===== src/rtl/led_fb.sv =====
// -----------------------------------------------------------------------------
// led_fb : double-buffered LED frame buffer
//
// Two banks (A and B) of ROWS x COLS pixels. The scan side reads the front
// bank with one cycle of latency; the host writes into the back bank. A swap
// exchanges the roles of the banks without copying any data. After reset an
// INIT sequence zeroes both banks. A CLEAR sequence zeroes only the back bank.
// A swap requested while a sequence runs (or together with a clear) is held
// pending and executes on the first idle cycle afterwards.
//
// Ports
//   clk        single clock, rising edge
//   rst_n      synchronous active-low reset
//   wr_en      write strobe into the back bank (ignored while busy)
//   wr_row/col write address; out-of-range writes are dropped
//   wr_data    write pixel [stored][G][R][spare]
//   rd_row/col scan read address into the front bank
//   rd_data    pixel read, valid one cycle after the address (0 if out of range)
//   swap_req   request to exchange front and back banks
//   swap_ack   one-cycle pulse in the cycle after the swap takes effect
//   clr_req    request to clear the back bank (ignored while busy)
//   busy       high during INIT or CLEAR
//   front_sel  current front bank (0 = A, 1 = B)
// -----------------------------------------------------------------------------
module led_fb #(
    parameter int ROWS   = 8,
    parameter int COLS   = 8,
    parameter int PIX_W  = 4,
    parameter int ROW_AW = 3,
    parameter int COL_AW = 3
) (
    input  logic              clk,
    input  logic              rst_n,
    input  logic              wr_en,
    input  logic [ROW_AW-1:0] wr_row,
    input  logic [COL_AW-1:0] wr_col,
    input  logic [PIX_W-1:0]  wr_data,
    input  logic [ROW_AW-1:0] rd_row,
    input  logic [COL_AW-1:0] rd_col,
    output logic [PIX_W-1:0]  rd_data,
    input  logic              swap_req,
    output logic              swap_ack,
    input  logic              clr_req,
    output logic              busy,
    output logic              front_sel
);

    localparam int AW    = ROW_AW + COL_AW;
    localparam int DEPTH = 1 << AW;

    // One extra bit so that ROWS == 2^ROW_AW is representable as a limit.
    localparam logic [ROW_AW:0]   ROW_LIM  = (ROW_AW + 1)'(ROWS);
    localparam logic [COL_AW:0]   COL_LIM  = (COL_AW + 1)'(COLS);
    localparam logic [ROW_AW-1:0] ROW_LAST = ROW_AW'(ROWS - 1);
    localparam logic [COL_AW-1:0] COL_LAST = COL_AW'(COLS - 1);

    typedef enum logic [1:0] {
        ST_INIT  = 2'd0,
        ST_IDLE  = 2'd1,
        ST_CLEAR = 2'd2
    } state_t;

    state_t            state_reg,   state_next;
    logic [ROW_AW-1:0] cnt_row_reg, cnt_row_next;
    logic [COL_AW-1:0] cnt_col_reg, cnt_col_next;
    logic              pend_reg,    pend_next;
    logic              front_reg,   front_next;
    logic              ack_reg,     ack_next;

    logic              cnt_last;
    logic              wr_in_range;
    logic              rd_in_range;

    // Storage: address is {row, col}, so no multiplier is needed; the
    // entries beyond ROWS/COLS are simply never written or reported.
    logic [PIX_W-1:0]  bank_a [DEPTH];
    logic [PIX_W-1:0]  bank_b [DEPTH];
    logic [PIX_W-1:0]  bank_a_q;
    logic [PIX_W-1:0]  bank_b_q;

    logic              we_a;
    logic              we_b;
    logic [AW-1:0]     waddr;
    logic [PIX_W-1:0]  wdata;
    logic [AW-1:0]     raddr;

    logic              rd_valid_reg;
    logic              rd_sel_reg;

    assign cnt_last    = (cnt_row_reg == ROW_LAST) && (cnt_col_reg == COL_LAST);
    assign wr_in_range = ({1'b0, wr_row} < ROW_LIM) && ({1'b0, wr_col} < COL_LIM);
    assign rd_in_range = ({1'b0, rd_row} < ROW_LIM) && ({1'b0, rd_col} < COL_LIM);
    assign raddr       = {rd_row, rd_col};

    // ------------------------------------------------------------------
    // Control FSM: next state, visit counter, pending swap, bank select
    // ------------------------------------------------------------------
    always_comb begin
        state_next   = state_reg;
        cnt_row_next = cnt_row_reg;
        cnt_col_next = cnt_col_reg;
        pend_next    = pend_reg;
        front_next   = front_reg;
        ack_next     = 1'b0;
        case (state_reg)
            ST_INIT, ST_CLEAR: begin
                // Swaps requested mid-sequence collapse into one pending swap.
                if (swap_req) begin
                    pend_next = 1'b1;
                end
                if (cnt_last) begin
                    state_next   = ST_IDLE;
                    cnt_row_next = '0;
                    cnt_col_next = '0;
                end else if (cnt_col_reg == COL_LAST) begin
                    cnt_col_next = '0;
                    cnt_row_next = cnt_row_reg + ROW_AW'(1);
                end else begin
                    cnt_col_next = cnt_col_reg + COL_AW'(1);
                end
            end
            ST_IDLE: begin
                if (clr_req) begin
                    state_next   = ST_CLEAR;
                    cnt_row_next = '0;
                    cnt_col_next = '0;
                    if (swap_req) begin
                        pend_next = 1'b1;
                    end
                end else if (swap_req || pend_reg) begin
                    front_next = ~front_reg;
                    ack_next   = 1'b1;
                    pend_next  = 1'b0;
                end
            end
            default: begin
                state_next = ST_INIT;
            end
        endcase
    end

    always_ff @(posedge clk) begin
        if (!rst_n) begin
            state_reg   <= ST_INIT;
            cnt_row_reg <= '0;
            cnt_col_reg <= '0;
            pend_reg    <= 1'b0;
            front_reg   <= 1'b0;
            ack_reg     <= 1'b0;
        end else begin
            state_reg   <= state_next;
            cnt_row_reg <= cnt_row_next;
            cnt_col_reg <= cnt_col_next;
            pend_reg    <= pend_next;
            front_reg   <= front_next;
            ack_reg     <= ack_next;
        end
    end

    // ------------------------------------------------------------------
    // Write port steering. The back bank is taken from the current
    // front_reg, so a write coinciding with a swap lands in the bank that
    // is about to become the front.
    // ------------------------------------------------------------------
    always_comb begin
        we_a  = 1'b0;
        we_b  = 1'b0;
        waddr = {wr_row, wr_col};
        wdata = wr_data;
        case (state_reg)
            ST_INIT: begin
                we_a  = 1'b1;
                we_b  = 1'b1;
                waddr = {cnt_row_reg, cnt_col_reg};
                wdata = '0;
            end
            ST_CLEAR: begin
                we_a  = front_reg;
                we_b  = ~front_reg;
                waddr = {cnt_row_reg, cnt_col_reg};
                wdata = '0;
            end
            ST_IDLE: begin
                if (wr_en && wr_in_range) begin
                    we_a = front_reg;
                    we_b = ~front_reg;
                end
            end
            default: begin
                we_a = 1'b0;
                we_b = 1'b0;
            end
        endcase
    end

    // Plain RAM processes (no reset) so each bank maps onto block RAM.
    always_ff @(posedge clk) begin
        if (we_a) begin
            bank_a[waddr] <= wdata;
        end
        bank_a_q <= bank_a[raddr];
    end

    always_ff @(posedge clk) begin
        if (we_b) begin
            bank_b[waddr] <= wdata;
        end
        bank_b_q <= bank_b[raddr];
    end

    // Read qualifier: remembers which bank was front when the address was
    // sampled, and forces 0 during INIT, for out-of-range addresses and
    // out of reset (bank contents are undefined until INIT finishes).
    always_ff @(posedge clk) begin
        if (!rst_n) begin
            rd_valid_reg <= 1'b0;
            rd_sel_reg   <= 1'b0;
        end else begin
            rd_valid_reg <= (state_reg != ST_INIT) && rd_in_range;
            rd_sel_reg   <= front_reg;
        end
    end

    assign rd_data   = rd_valid_reg ? (rd_sel_reg ? bank_b_q : bank_a_q) : '0;
    assign swap_ack  = ack_reg;
    assign busy      = (state_reg != ST_IDLE);
    assign front_sel = front_reg;

endmodule

===== config.mk =====
export PLATFORM = sky130hd
export DESIGN_NAME = led_fb
export DESIGN_NICKNAME = d
export VERILOG_FILES = /design/src/rtl/led_fb.sv
export SDC_FILE = /design/constraint.sdc
export NUM_CORES = 1
export LEC_CHECK = 0
export CAP_MARGIN = 40
export CORE_MARGIN = 2
export CORE_UTILIZATION = 50
export DETAILED_ROUTE_END_ITERATION = 6
export GPL_TIMING_DRIVEN = 1
export PLACE_DENSITY = 0.66
export SLEW_MARGIN = 20
export SYNTH_ARGS = -nofsm -noshare
export SYNTH_HDL_FRONTEND = slang
export SYNTH_SLANG_ARGS = --single-unit

===== constraint.sdc =====
create_clock -name clk -period 4.5 [get_ports clk]
set_input_delay 0.9 -clock clk [delete_from_list [all_inputs] [get_ports clk]]
set_output_delay 0.9 -clock clk [all_outputs]
set_load 0.05 [all_outputs]

==> impl_results.md <==
- Post-CTS Hold Fix Bufs: 0
- Drt first-iter violations: 1,253
- Seq cells post-synth: 533
- Total global-route track usage: 0.214
- Crit path cell chain: inv_1, o31ai_1, nand2b_1, nand2b_1, nor2_1
- Hold path endpoint: pend_reg
- Stages on the worst setup path: 5
- Hold Path Cell Cnt: 2
- Reg2Reg Depth: 5
- Critical Path End Type: flop
- FF-to-FF setup slack: 880 ps
- R2r endpoint: bank_b[49][2]
- Bufs on Longest Clock Path: 3
- FF-to-FF Start: state_reg[0]
- Area delta synth->final: 11.6%
- Ant. Diodes: 0
- TritonCTS Sinks: 533
- Worst relative slew slack: 0.420
- Finished Core Util: 0.568
- Rows: 75
- Clk pin slew, worst setup/hold paths: 60 ps
- Post-route cell area: 0.0239 mm2
- Most used cell, CP: nand2b_1
- GRT overflow: 0
- CTS tree: built
- Core area: 0.0420 mm2
- Fill cells: 3,166
- Worst setup margin: 884 ps
- Data required time of the critical path: 4730 ps
- Crit path kind: flop to flop
- Layout cells sized above 1: 0.208
- Post-synth cell types: 54
- DRC Markers: 0
- Largest net degree at the start of global routing: 89
- Async S/R FF share, synth: 0
- Fmax: 0.277 GHz
- Final GP Congestion: 0.774
- Die area: 0.0444 mm2
- Die Wd: 211 um
- Clock Tree Root: clkbuf_16
- Vias/cell: 6.07
- Comb power frac: 0.043
- Clk pwr share: 0.418
- Via Count: 10,500
- Syn_nets: 1,144
- Synth warn: 0
- Antenna violations before repair: 0
- Antenna-violating nets left: 0
- Post-CTS Setup Bufs: 0
- WL/cell: 26.4 um
- Layout Nets: 1,178
- Starting density of the core: 0.509
- First-pass GRT wire length: 69,100 um
- Resized cells post-CTS: 0
- EDFF count, synth: 512
- # IOs: 28
- Final Hold Fails: 0
- PwrDens: 420 mW/mm2
- Worst-Skew Late Latency: 590 ps
- Sw Ratio: 0.205
- Run status: finished clean
- Drt pass-1 iters: 5
- Data arrival time of the critical path: 3840 ps
- IO buf count: 27
- Total negative slack: 0 ps
- Pleak: 8.04 nW
- P_sw: 2.05 mW
- H-tree depth: 2
- Max Transition Viols Final: 0
- Tightest Pin Transition: 845 ps
- Number of global-route vias before repair: 10,800
- Largest regs: bank_a x256, bank_b x256
- CP Max Fanout: 22
- Sequential-to-total area share from yosys stat: 0.739
- CP delay by family, top: simple AND/OR/NAND/NOR gates
- Drt total wl: 45,800 um
- Avg Inst Size Synth: 19.1 um2
- Worst Setup Start Kind: flop
- Unrepaired setup endpoints after global routing: no
- DIE HEIGHT: 211 um
- Worst hold start: pend_reg
- Crit share post-route: 0.803
- Worst Clk Skew: 15.5 ps
- Worst path max stage delay: 780 ps
- Number of max-cap violations: 0
- Hold crit path type: flop to flop
- Cells after Synth: 1,119
- Placed cell areas: 0.0222 mm2
- Synthesized area: 0.0214 mm2
- Worst Path Buf+Inv: 1
- CTS buffer count: 51
- Primary FF master, synth: edfxtp_1
- Slowest cell on crit path: dfxtp_1
- HPWL reported at the end of detailed placement: 28,600 um
- Flop pwr share: 0.539
- Worst slack, placed: 644 ps
- Int Pwr: 7.98 mW
- Final min period: 3620 ps
- Max VDD drop: 0.423 mV
- # setup viols final: 0
==> layout make-up <==
type,count,area (um2),share of cell area
multi-input cells,503,5150,0.216
repair buffers,57,589,0.0247
clock buffers,72,1440,0.0602
well taps,539,674,0.0283
flip-flops and latches,533,15800,0.662
inverters,7,26.3,0.00110
clock inverters,23,200,0.00839
==> how the worst max path moves through the flow <==
stage	startpoint	slack, ps	endpoint
floorplan	state_reg[0]	1160	bank_a[0][0]
global placement	wr_col[1]	670	bank_b[17][3]
detailed placement	wr_col[1]	640	bank_b[49][2]
CTS	state_reg[0]	950	bank_b[49][1]
global route	state_reg[0]	710	bank_b[25][0]
finish	state_reg[0]	880	bank_b[49][2]
==> tightest hold or removal path, stage by stage, from the launching register on <==
cell and delay [ps]:
dfxtp_1 330, a21oi_1 40, nor2_1 80
==> power by group through the flow <==
| stage | combinational, mW | clock [mW] | sequential, mW |
|---|---|---|---|
| after floorplan | 0.302 | 0 | 5.51 |
| after global placement | 0.435 | 0 | 5.51 |
| after detailed placement | 0.438 | 0 | 5.51 |
| after CTS | 0.439 | 4.26 | 5.41 |
| after global routing | 0.463 | 4.45 | 5.41 |
| final | 0.436 | 4.19 | 5.41 |
==> cell families after synthesis <==
family | synth area share
AO/OA/AOI/OAI | 0.0247
AND/OR/NAND/NOR | 0.0511
flip-flops | 0.739
XOR/XNOR | 0.000410
buffers and inverters | 0.0212
multiplexers | 0.162
adder cells (fa/ha/maj) | 0.00234
==> cell usage in the layout (no fill, tap or decap), types with 5 or more instances in the layout <==
cell	n
o21ai_1	15
a221oi_1	5
edfxtp_1	512
mux4_1	7
clkdlybuf4s50_1	23
buf_12	5
and2_1	5
nand2b_1	30
clkinv_2	10
nand2_1	21
clkbuf_16	53
clkbuf_1	15
mux2_2	11
o21ai_0	8
mux2i_1	38
nor2_1	137
nor2b_1	11
inv_1	7
buf_4	25
nand3_1	11
mux4_2	123
nor3_1	10
clkinv_1	5
a21oi_1	12
dfxtp_1	21
==> cell usage after synthesis, types with 8 or more instances <==
master    count  area (um2)
dfxtp_1      21         420
nand3_1      11        55.1
a21oi_1      12        60.1
nor2_1      137         514
buf_2        18        90.1
and2_1        9        56.3
nor3_1       10        50.1
mux2i_1      38         380
o21ai_0       8        40.0
clkbuf_1     39         146
edfxtp_1    512       15400
mux2_2       11         124
nor2b_1      11        68.8
o21ai_1      15        75.1
mux4_2      123        2770
nand2_1      21        78.8
nand2b_1     30         188
==> metrics by stage <==
| step | power, mW | hold WS (ps) | std cells |
|---|---|---|---|
| 2_1_floorplan | 5.81 | 452 | 1119 |
| 3_3_place_gp | 5.95 | 473 | 1637 |
| 3_5_place_dp | 5.95 | 489 | 1637 |
| 4_1_cts | 10.1 | 503 | 1732 |
| 5_1_grt | 10.3 | 561 | 1734 |
| 6_report | 10.0 | 495 | 1734 |
==> layer usage <==
layer | up-vias | track usage | share of wire
li1 | 4564 | - | -
met1 | 5402 | 0.312 | 0.42
met2 | 488 | 0.327 | 0.47
met3 | 80 | 0.0483 | 0.084
met4 | 0 | 0.0634 | 0.025
met5 | - | 0 | 0
(Power assumes the default switching activity.)
